[config.mk]
export PLATFORM = sky130hd
export DESIGN_NAME = gemm_tile_sched
export DESIGN_NICKNAME = d
export VERILOG_FILES = /design/src/rtl/gemm_tile_sched.sv
export SDC_FILE = /design/constraint.sdc
export NUM_CORES = 1
export LEC_CHECK = 0
export CAP_MARGIN = 20
export CORE_AREA = 2 2 94 60
export CTS_BUF_LIST = sky130_fd_sc_hd__clkbuf_2 sky130_fd_sc_hd__clkbuf_4 sky130_fd_sc_hd__clkbuf_8
export DETAILED_ROUTE_END_ITERATION = 10
export DIE_AREA = 0 0 96 62
export HOLD_SLACK_MARGIN = 0.03
export PLACE_DENSITY = 0.87
export SYNTH_ARGS = -nofsm -noshare
export SYNTH_HDL_FRONTEND = slang
export SYNTH_SLANG_ARGS = --single-unit
[constraint.sdc]
create_clock -name clk -period 4.4 [get_ports clk]
set_clock_uncertainty 0.15 [all_clocks]
set_input_delay 0.66 -clock clk [delete_from_list [all_inputs] [get_ports clk]]
set_output_delay 0.66 -clock clk [all_outputs]
set_load 0.05 [all_outputs]
[src/rtl/gemm_tile_sched.sv]
// gemm_tile_sched
// ---------------
// Job scheduler for a tiled matrix multiply. A start pulse captures the
// row-tile count M and the column-tile count N. The block then walks every
// tile in row-major order: (0,0), (0,1) .. (0,N-1), (1,0) .. (M-1,N-1).
// For each tile it runs the same sequence:
//   1. request the operand fetch and wait for the acknowledge (FETCH);
//   2. pulse mm_load to the multiplier (LOAD);
//   3. turn each multiplier row-complete pulse into a result-row write
//      strobe, until the tile-complete pulse arrives (RUN).
// After the last tile it pulses done for one cycle (FIN).
//
// Optional feature (macro SCHED_WATCHDOG_EN):
//   When the macro is defined, RUN aborts the job if WDOG_CYCLES cycles
//   pass with no row-complete pulse. The abort pulses err and goes straight
//   to IDLE, with no done pulse. When the macro is undefined, err is tied
//   to 0 and RUN waits indefinitely.
//
// Parameters
//   S2P_SIZE     rows per tile (power of two, >= 2)
//   IDX_W        width of tile counts and tile indices
//   WDOG_CYCLES  idle cycles allowed in RUN before abort (watchdog only)
//
// Ports
//   clk, rstn                     clock; asynchronous active-low reset
//   start, cfg_m_tiles,
//   cfg_n_tiles                   job start pulse and tile counts
//   fetch_req/fetch_ack,
//   fetch_m_idx/fetch_n_idx       operand tile fetch handshake and address
//   mm_load                       one-cycle load pulse to the multiplier
//   mm_row_done, mm_tile_done     multiplier progress pulses
//   out_valid, out_row,
//   out_m_idx, out_n_idx          result-row write strobe and its address
//   busy, done, err               job active, job complete, watchdog abort
`timescale 1ns/1ps
module gemm_tile_sched #(
    parameter int S2P_SIZE    = 4,
    parameter int IDX_W       = 8,
    parameter int WDOG_CYCLES = 1024
) (
    input  logic                        clk,
    input  logic                        rstn,
    input  logic                        start,
    input  logic [IDX_W-1:0]            cfg_m_tiles,
    input  logic [IDX_W-1:0]            cfg_n_tiles,
    output logic                        fetch_req,
    input  logic                        fetch_ack,
    output logic [IDX_W-1:0]            fetch_m_idx,
    output logic [IDX_W-1:0]            fetch_n_idx,
    output logic                        mm_load,
    input  logic                        mm_row_done,
    input  logic                        mm_tile_done,
    output logic                        out_valid,
    output logic [$clog2(S2P_SIZE)-1:0] out_row,
    output logic [IDX_W-1:0]            out_m_idx,
    output logic [IDX_W-1:0]            out_n_idx,
    output logic                        busy,
    output logic                        done,
    output logic                        err
);

    localparam int                  ROW_W   = $clog2(S2P_SIZE);
    localparam logic [IDX_W-1:0]    IDX_ONE = IDX_W'(1);
    localparam logic [ROW_W-1:0]    ROW_ONE = ROW_W'(1);

    typedef enum logic [2:0] {
        IDLE  = 3'd0,
        FETCH = 3'd1,
        LOAD  = 3'd2,
        RUN   = 3'd3,
        FIN   = 3'd4
    } state_t;

    state_t             r_state;
    state_t             w_state_next;

    logic [IDX_W-1:0]   r_m_cfg;
    logic [IDX_W-1:0]   r_n_cfg;
    logic [IDX_W-1:0]   r_m_idx;
    logic [IDX_W-1:0]   r_n_idx;
    logic [ROW_W-1:0]   r_row;

    logic               w_start_job;
    logic               w_last_tile;
    logic               w_last_col;
    logic               w_wdog_hit;
    logic               w_err;

    // Only an idle scheduler accepts a start; a start while busy is dropped.
    assign w_start_job = (r_state == IDLE) && start;
    assign w_last_col  = (r_n_idx == (r_n_cfg - IDX_ONE));
    assign w_last_tile = (r_m_idx == (r_m_cfg - IDX_ONE)) && w_last_col;

`ifdef SCHED_WATCHDOG_EN
    logic [31:0] r_wdog;

    // Counts RUN cycles since entering RUN or since the last row pulse. It
    // is held at zero outside RUN, so the first RUN cycle always sees 0 and
    // the abort lands on the WDOG_CYCLES-th quiet RUN cycle.
    always_ff @(posedge clk or negedge rstn) begin
        if (!rstn) begin
            r_wdog <= '0;
        end else if ((r_state != RUN) || mm_row_done) begin
            r_wdog <= '0;
        end else begin
            r_wdog <= r_wdog + 32'd1;
        end
    end

    assign w_wdog_hit = (r_state == RUN) && !mm_row_done &&
                        (r_wdog == 32'(WDOG_CYCLES - 1));
`else
    assign w_wdog_hit = 1'b0;
`endif

    // State register
    always_ff @(posedge clk or negedge rstn) begin
        if (!rstn) begin
            r_state <= IDLE;
        end else begin
            r_state <= w_state_next;
        end
    end

    // Next state and per-state strobes
    always_comb begin
        w_state_next = r_state;
        fetch_req    = 1'b0;
        mm_load      = 1'b0;
        out_valid    = 1'b0;
        done         = 1'b0;
        w_err        = 1'b0;
        case (r_state)
            IDLE: begin
                if (start) begin
                    // An empty job completes without touching memory.
                    if ((cfg_m_tiles == '0) || (cfg_n_tiles == '0)) begin
                        w_state_next = FIN;
                    end else begin
                        w_state_next = FETCH;
                    end
                end
            end
            FETCH: begin
                fetch_req = 1'b1;
                if (fetch_ack) begin
                    w_state_next = LOAD;
                end
            end
            LOAD: begin
                mm_load      = 1'b1;
                w_state_next = RUN;
            end
            RUN: begin
                out_valid = mm_row_done;
                // Tile completion has priority over the watchdog: a tile
                // that finishes on the abort cycle still counts as done.
                if (mm_tile_done) begin
                    w_state_next = w_last_tile ? FIN : FETCH;
                end else if (w_wdog_hit) begin
                    w_err        = 1'b1;
                    w_state_next = IDLE;
                end
            end
            FIN: begin
                done         = 1'b1;
                w_state_next = IDLE;
            end
            default: begin
                w_state_next = IDLE;
            end
        endcase
    end

    // Job configuration, tile walk and row counter
    always_ff @(posedge clk or negedge rstn) begin
        if (!rstn) begin
            r_m_cfg <= '0;
            r_n_cfg <= '0;
            r_m_idx <= '0;
            r_n_idx <= '0;
            r_row   <= '0;
        end else if (w_start_job) begin
            r_m_cfg <= cfg_m_tiles;
            r_n_cfg <= cfg_n_tiles;
            r_m_idx <= '0;
            r_n_idx <= '0;
            r_row   <= '0;
        end else if (r_state == RUN) begin
            if (mm_tile_done) begin
                r_row <= '0;
                // Indices stay on the final tile once the job is complete.
                if (!w_last_tile) begin
                    if (w_last_col) begin
                        r_n_idx <= '0;
                        r_m_idx <= r_m_idx + IDX_ONE;
                    end else begin
                        r_n_idx <= r_n_idx + IDX_ONE;
                    end
                end
            end else if (mm_row_done) begin
                // Natural wrap: S2P_SIZE is a power of two.
                r_row <= r_row + ROW_ONE;
            end
        end
    end

    assign fetch_m_idx = r_m_idx;
    assign fetch_n_idx = r_n_idx;
    assign out_row     = r_row;
    assign out_m_idx   = r_m_idx;
    assign out_n_idx   = r_n_idx;
    assign busy        = (r_state != IDLE);
    assign err         = w_err;

endmodule

==> reports/results.txt, run 1 <==
Data arrives at the worst endpoint at 2.14 ns. The final critical path takes up 66.9% of the cycle. The synthesized cell area is 2450 um2, and the number of failing hold endpoints at the final stage is 0. After synthesis, the mean cell area works out to 8.54 um2.

The run gives 37.8% as the sequential element share of the synthesized area. Among all flip-flop cells after synthesis, the most frequent one is sky130_fd_sc_hd__dfrtp_1. In this run the worst setup path begins at mm_row_done. The via count of the first global-routing pass was 2,142; the fraction of registers with async set/reset was 100%. In the layout the commonest cells are sky130_fd_sc_hd__clkdlybuf4s50_1 (60), sky130_fd_sc_hd__nand2_1 (52), sky130_fd_sc_hd__dfrtp_1 (37). Floorplan die area: 5950 um2. Headroom to the max-slew limit came out at 32.1%. Type of destination of the critical path: an output pin. In this run the core area contains 21 standard-cell rows. The largest fanout of any net on the critical path is 3, and the highest clock rate is 340 MHz. Entering global routing, the biggest net connects 38 pins.

Summed over all failing endpoints, the final setup total negative slack is 0 ns. During synthesis, Yosys emitted a total of 0 warnings. Routability-driven placement finished with a final weighted congestion of 0.807. In this run the remaining antenna-violating nets after routing total 0. The number of fill cells in the layout is 491, and the count of buffer and inverter cells on the critical path is 2.

TritonCTS built the clock tree. The total area inside the core boundary comes to 5230 um2. The slowest stage of the critical path belongs to the cell sky130_fd_sc_hd__clkdlybuf4s50_1. Counting I/O delays and the setup requirement, the final critical path takes 2.95 ns. Clock-pin slew was measured on the worst setup and hold paths at 0.07 ns. The number of antenna violations at the first check in global routing was 0. The depth of the CTS H-tree was 2. From left edge to right edge, the die measures 96 um. The analysis attributes to cell leakage a power of 1.25 nW.

The number of nets in the synthesized netlist is 313. For the largest vdd supply drop, the log shows 0.233 mV. The average wire length per cell after detail routing works out to 14.3 um.

No sink is reached through more buffers than the 2 on the longest clock path. Dividing the detail-routed via count by the number of cells gives 5.49. Insertion delay of the later-clocked pin in the worst-skew pair: 0.29 ns.

The synthesized netlist contains 53 unique library cells. The run gives 287 as the number of instances in the synthesized netlist. Summing all non-filler instances in the final layout gives an area of 3060 um2.

The run finished with clean final reports. The min-delay analysis places its worst path in the category reg2reg. Final wirelength: 5670 um.

The startpoint-to-endpoint class of the critical path is in2out. Post-CTS repair changed the size of 0 cells. STA puts the critical path data required time at 3.59 ns. In this design, the stage delay of the slowest critical-path cell is 0.80 ns.

For the number of buffers inserted for hold repair after clock tree synthesis, the log shows 0. Setup repair after global routing left no endpoint under its margin. The number of failing setup endpoints in the final timing report was 0; the number of design-rule violations left by the first detailed-router iteration was 126. For this block, the via count after detailed routing is 2,179.

The logs give 9790 um for the first-pass GRT wire length and 4 for the detailed-routing iteration count for the pre-antenna-repair pass. The die is 62 um tall. The tools report the cell area after placement as 2970 um2. The number of primary I/O pins was 62. Counting stages on the worst path, the most repeated cell is sky130_fd_sc_hd__clkdlybuf4s50_1.

Net count of the finished layout: 354. The root buffer cell is sky130_fd_sc_hd__clkbuf_8. The area growth from synthesis to layout is 24.8%. The number of cells on the worst reg-to-reg path is 10.

The repair_antennas step left the layout with diodes totalling 0. Yosys attributes the largest share of cell area to sky130_fd_sc_hd__dfrtp_1 (38%), sky130_fd_sc_hd__nand2_1 (8.0%), sky130_fd_sc_hd__xnor2_1 (6.1%). The count of pins over their slew limit was 0; the number of port buffers was 60. CTS saw 37 sinks. Once detailed placement completed, the half-perimeter wirelength came to 4250 um. The buffer count from post-CTS setup fixing was 0. The transition at the pin with the smallest max-transition slack was 1.02 ns. After synthesis the netlist holds a flip-flop and latch count of 37.

For this run, design rule violations remaining after detail routing come to 0. The start of the worst register-to-register path is r_m_cfg[0]. The fraction of final layout cells with drive strength greater than 1 was 6.10%; the global-route total usage across every layer was 21.5%. The worst hold path begins at r_m_cfg[7].

After global routing the overflow that remains totals 0. The cell family contributing the most delay on the critical path is buffers and inverters. The tool flagged a number of max-cap violations equal to 0. Most area-hungry cell type in the Yosys netlist: sky130_fd_sc_hd__dfrtp_1.

The most common cell after layout, fill and taps aside is sky130_fd_sc_hd__clkdlybuf4s50_1. Counting flops with a built-in enable in the synthesized netlist gives 0. Total power for the finished layout comes to 1.86 mW.

The depth of the critical timing path with buffers and inverters included was 3. The type of origin of the critical path is an input pin. Traced cell by cell, the critical path runs through clkdlybuf4s50_1, and3_1, clkdlybuf4s50_1. Buffers inserted during clock tree synthesis total 5.

The worst hold path passes through 2 cells. Initial cell density of the core: 46.9%. Power spread over the standard cell area amounts to 609 nW/um2. The share of synthesized area in the top cell type comes to 37.8%.
Yosys cell counts (2+ instances only):
library cell,n
sky130_fd_sc_hd__xnor2_1,17
sky130_fd_sc_hd__clkbuf_1,6
sky130_fd_sc_hd__nor2_1,20
sky130_fd_sc_hd__a31oi_1,4
sky130_fd_sc_hd__or3_1,7
sky130_fd_sc_hd__nand3_1,7
sky130_fd_sc_hd__nor3b_1,2
sky130_fd_sc_hd__o21ai_0,21
sky130_fd_sc_hd__mux2_2,2
sky130_fd_sc_hd__or4_1,4
sky130_fd_sc_hd__nand3b_1,2
sky130_fd_sc_hd__nand2_1,52
sky130_fd_sc_hd__inv_1,8
sky130_fd_sc_hd__mux2i_1,2
sky130_fd_sc_hd__ha_1,4
sky130_fd_sc_hd__o31a_2,2
sky130_fd_sc_hd__nor4_1,4
sky130_fd_sc_hd__and2_1,2
sky130_fd_sc_hd__a21oi_1,12
sky130_fd_sc_hd__o21a_1,2
sky130_fd_sc_hd__and4b_1,2
sky130_fd_sc_hd__nand4_1,4
sky130_fd_sc_hd__nand2b_1,2
sky130_fd_sc_hd__and3_1,3
sky130_fd_sc_hd__xor2_1,6
sky130_fd_sc_hd__dfrtp_1,37
sky130_fd_sc_hd__a22o_1,3
sky130_fd_sc_hd__buf_4,18
sky130_fd_sc_hd__nor3_1,8
final cells by class:
type	count	area, um2	share of cell area (%)
clock buffer	7	90.1	2.95
sequential	37	926	30.3
timing repair buffer	61	608	19.9
multi-input combinational	215	1320	43.1
inverter	8	30.0	0.982
tap	69	86.3	2.82
worst min-delay path, delay by kind of cell, from the launching register on:
kind / cells / cell delay, ns
DFF: 1 / 0.36
and+or+nand+nor: 2 / 0.12
flip-flops by register name, indices dropped and copies added, names as in the netlist:
register     flops
r_m_cfg          8
r_n_cfg          8
fetch_m_idx      8
r_state          3
out_row          2
fetch_n_idx      8
worst paths after layout:
| path | end | slack (ns) |
|---|---|---|
| worst max-delay path | out_valid | 1.45 |
| worst min-delay path | r_m_cfg[7] | 0.36 |
| worst max register to register | fetch_m_idx[5] | 1.74 |
| worst min register to register | r_m_cfg[7] | 0.36 |
| max in group asynchronous | fetch_n_idx[3] | 3.13 |
| min in group asynchronous | r_n_cfg[4] | 0.64 |
kinds of logic (layout without fill, tap and decap cells):
group | count (synthesis) | count (layout) | share of synthesized area, %
XOR/XNOR | 23 | 23 | 8.22
adder cells (fa/ha/maj) | 4 | 4 | 2.04
multiplexers | 4 | 4 | 1.74
AND/OR/NAND/NOR | 131 | 131 | 28.4
flip-flops | 37 | 37 | 37.8
buffers and inverters | 35 | 76 | 8.47
other | 1 | 1 | 0.153
AO/OA/AOI/OAI | 52 | 52 | 13.2
stage by stage:
step                instances  util [%]  setup slack (ns)  hold slack (ns)
finish                    397      58.5              1.45            0.362
global route              397      58.5              1.41            0.410
CTS                       397      58.5              1.45            0.373
detailed placement        390      56.8              1.46            0.355
global placement          390      56.8              1.47            0.332
floorplan                 287         -              1.75            0.214
report_power, final:
group / total, mW / internal [mW] / switching [mW]
clock: 0.251 / 0.131 / 0.121
sequential: 0.622 / 0.445 / 0.177
combinational: 0.989 / 0.399 / 0.590
total: 1.86 / 0.974 / 0.888
metal layers:
layer | up-vias | wire length [um] | track usage, %
met1 | 1020 | 2800 | 30.3
met4 | 0 | 70 | 7.14
met2 | 80 | 2410 | 33.6
li1 | 1072 | - | -
met3 | 7 | 399 | 4.46
met5 | - | 0 | 0
Note: power is estimated with default switching activity, not from simulation.
==> inputs of run 2 (changes only) <==
==> constraint.sdc (replaced) <==
create_clock -name clk -period 2.9 [get_ports clk]
set_clock_uncertainty 0.15 [all_clocks]
set_input_delay 0.435 -clock clk [delete_from_list [all_inputs] [get_ports clk]]
set_output_delay 0.435 -clock clk [all_outputs]
set_load 0.05 [all_outputs]
==> run 2 against run 1 <==
Die area did not move. Critical endpoint is now mm_load. Final area rose by 1.8%. Setup slack got worse by 1.2 ns. Sequential power rose by 51%. Clock power rose by 120%.
==> reports/results.txt, run 2 (synthesis gave the netlist of run 1 again) <==
Part of the power in registers: 31.5%. The end of the worst register-to-register path was fetch_m_idx[5]. Slack of the critical path: 0.219 ns. The detailed-route vias per instance is 5.47. Once detail routing completed, the nets flagged for antenna violations numbered 0. The initialized floorplan defines 21 standard-cell rows. Switching part of the total: 45.5%. Critical hold path startpoint: r_m_cfg[7]. TritonCTS built the clock tree.

The count of pins over their slew limit came out at 0. The run gives 5230 um2 as the placeable core area. The number of failing setup endpoints in the final timing report was 0; the net count of the finished layout was 356.

The root buffer cell is sky130_fd_sc_hd__clkbuf_8. The library cells used most frequently in the layout, excluding fill and tap cells, are sky130_fd_sc_hd__clkdlybuf4s50_1 (59), sky130_fd_sc_hd__nand2_1 (52), sky130_fd_sc_hd__dfrtp_1 (37). The number of design-rule violations left by the first detailed-router iteration came out at 180.

Buffers inserted during clock tree synthesis total 5. The power share of the combinational group was 50.4%. The routed layout has 2,186 vias. Data on the critical path arrives at its endpoint at 2.10 ns.

During placement, the flow inserted port buffers numbering 60. Worst hold path class: reg2reg. After layout, the minimum clock period comes to 2.68 ns.

After detailed routing, the average wire length per cell comes to 14.5 um. The flow ran to the end, and the final reports show no timing, DRC or antenna violations. The setup path with the least slack is of type reg2out. STA classifies the critical path endpoint as an output pin. The internal power contribution is 1.63 mW. The worst hold slack came out at 0.353 ns. Most common cell after layout, fill and taps aside: sky130_fd_sc_hd__clkdlybuf4s50_1. The worst hold path cell count was 2; the y dimension of the die was 62 um. In this run, placement finished with an instance count of 392. In this run the power density over the cells is 958 nW/um2. The count of buffer and inverter cells on the critical path works out to 1. The tools report the type of origin of the critical path as a flop. The tools report the number of primary I/O pins as 62.

The DRC violation count after routing is 0. Largest vdd supply drop: 0.350 mV. Per report_power, the clock group accounts for 18.1% of the total. Once the clock tree was built, the setup fixing pass inserted 0 buffers. For hold timing, the worst endpoint is r_m_cfg[7].

Initial cell density of the core: 46.9%. The run gives 2.32 ns as the required time at the endpoint of the critical path. The die is 96 um wide.

In this run the register-to-register setup slack is 0.28 ns. The placed instances occupy a cell area of 2980 um2. After global routing the overflow that remains totals 0.

The transition at the pin with the smallest max-transition slack was 0.507 ns; the final wirelength was 5780 um. The leakage power figure came out at 1.29 nW. After routing the design area is 3110 um2. The family with the most delay on the worst path was buffers and inverters.

The number of buffers inserted for hold repair after clock tree synthesis came out at 0. Clock-pin slew was measured on the worst setup and hold paths at 0.07 ns. The global-route total usage across every layer is 21.6%, and the number of diodes added for antenna fixing is 0. Setup repair after global routing left no endpoint under its margin. The die covers 5950 um2. Adding up every negative setup slack in the final design gives 0 ns. The HPWL after detailed placement is 4300 um. The pin count of the biggest net entering global routing is 38, and the via count of the first global-routing pass is 2,008.

The logs give 0 for the number of instances resized during post-cts repair and 0.299 ns for the post-placement worst setup slack. The fraction of final layout cells with drive strength greater than 1 is 7.25%, and the cell depth of the worst flop-to-flop path is 10. The ratio of final minimum period to clock period was 92.5%. Routability-driven placement finished with a final weighted congestion of 0.877. In this run the number of cells on the critical path is 3. Max-cap violations in this run came to 0. The largest stage delay on the critical path works out to 0.83 ns. The first TritonRoute pass finished after 7 iterations.

The run gives 66.0% as the worst slew margin relative to its limit. The analysis attributes to net switching a power of 1.36 mW. The start of the worst register-to-register path was r_n_cfg[0]. Clock tree synthesis found a total of 37 sinks. Depth of the CTS H-tree: 2. The run gives 0 as the number of antenna violations at the first check in global routing. The insertion delay of the later-clocked pin in the worst-skew pair is 0.30 ns, and the number of standard cells in the final layout excluding fillers is 400. The first-pass GRT wire length is 9670 um, and the relative area change from synthesis to final layout is 27.1%.

The clock passes through at most 2 buffers. Static timing analysis puts the maximum clock frequency at 373 MHz. The number of failing hold endpoints at the final stage came out at 0. Traced cell by cell, the critical path runs through and2b_1, nor2b_1, clkdlybuf4s50_1. Slowest cell on the critical path: sky130_fd_sc_hd__clkdlybuf4s50_1. Of all nets on the critical path, the largest fanout is 8.
## run 2: cell type report
cell class	instances	area [um2]
Tap cell	69	86.3
Sequential cell	37	926
Multi-Input combinational cell	215	1320
Timing Repair Buffer	63	621
Clock inverter	3	65.1
Fill cell	459	2110
Clock buffer	5	68.8
Inverter	8	30.0
## run 2: worst max path at each step
stage,slack [ns],to,startpoint
2_1_floorplan,0.44,fetch_m_idx[6],fetch_n_idx[3]
3_3_place_gp,0.41,fetch_m_idx[5],r_n_cfg[0]
3_5_place_dp,0.30,fetch_m_idx[5],r_n_cfg[0]
4_1_cts,0.22,mm_load,r_state[2]
5_1_grt,0.07,fetch_m_idx[4],r_n_cfg[0]
6_report,0.22,mm_load,r_state[2]
## run 2: power by group through the flow
stage | clock network [mW] | registers, mW | logic, mW
after floorplan | 0 | 0.998 | 1.08
after global placement | 0 | 0.931 | 1.46
after detailed placement | 0 | 0.948 | 1.50
after CTS | 0.543 | 0.939 | 1.51
after global routing | 0.562 | 0.978 | 1.65
final | 0.540 | 0.941 | 1.50
## run 2: layer usage
metal	up-vias	wire length, um	track usage [%]
met2	79	2460	32.4
met1	1026	2850	31.7
met4	0	70	7.35
met3	8	403	4.22
li1	1073	-	-
met5	-	0	0
## run 2: worst min-delay path, cell delays in order, from the launching register on
cell and delay (ns):
sky130_fd_sc_hd__dfrtp_1 0.36, sky130_fd_sc_hd__nand2_1 0.06, sky130_fd_sc_hd__nand2_1 0.06
## run 2: stage by stage
stage                     power [mW]  utilization, %
after floorplan                 2.07               -
after detailed placement        2.45            57.0
after global routing            3.19            59.6
after global placement          2.39            57.0
after CTS                       2.99            59.6
final                           2.98            59.6
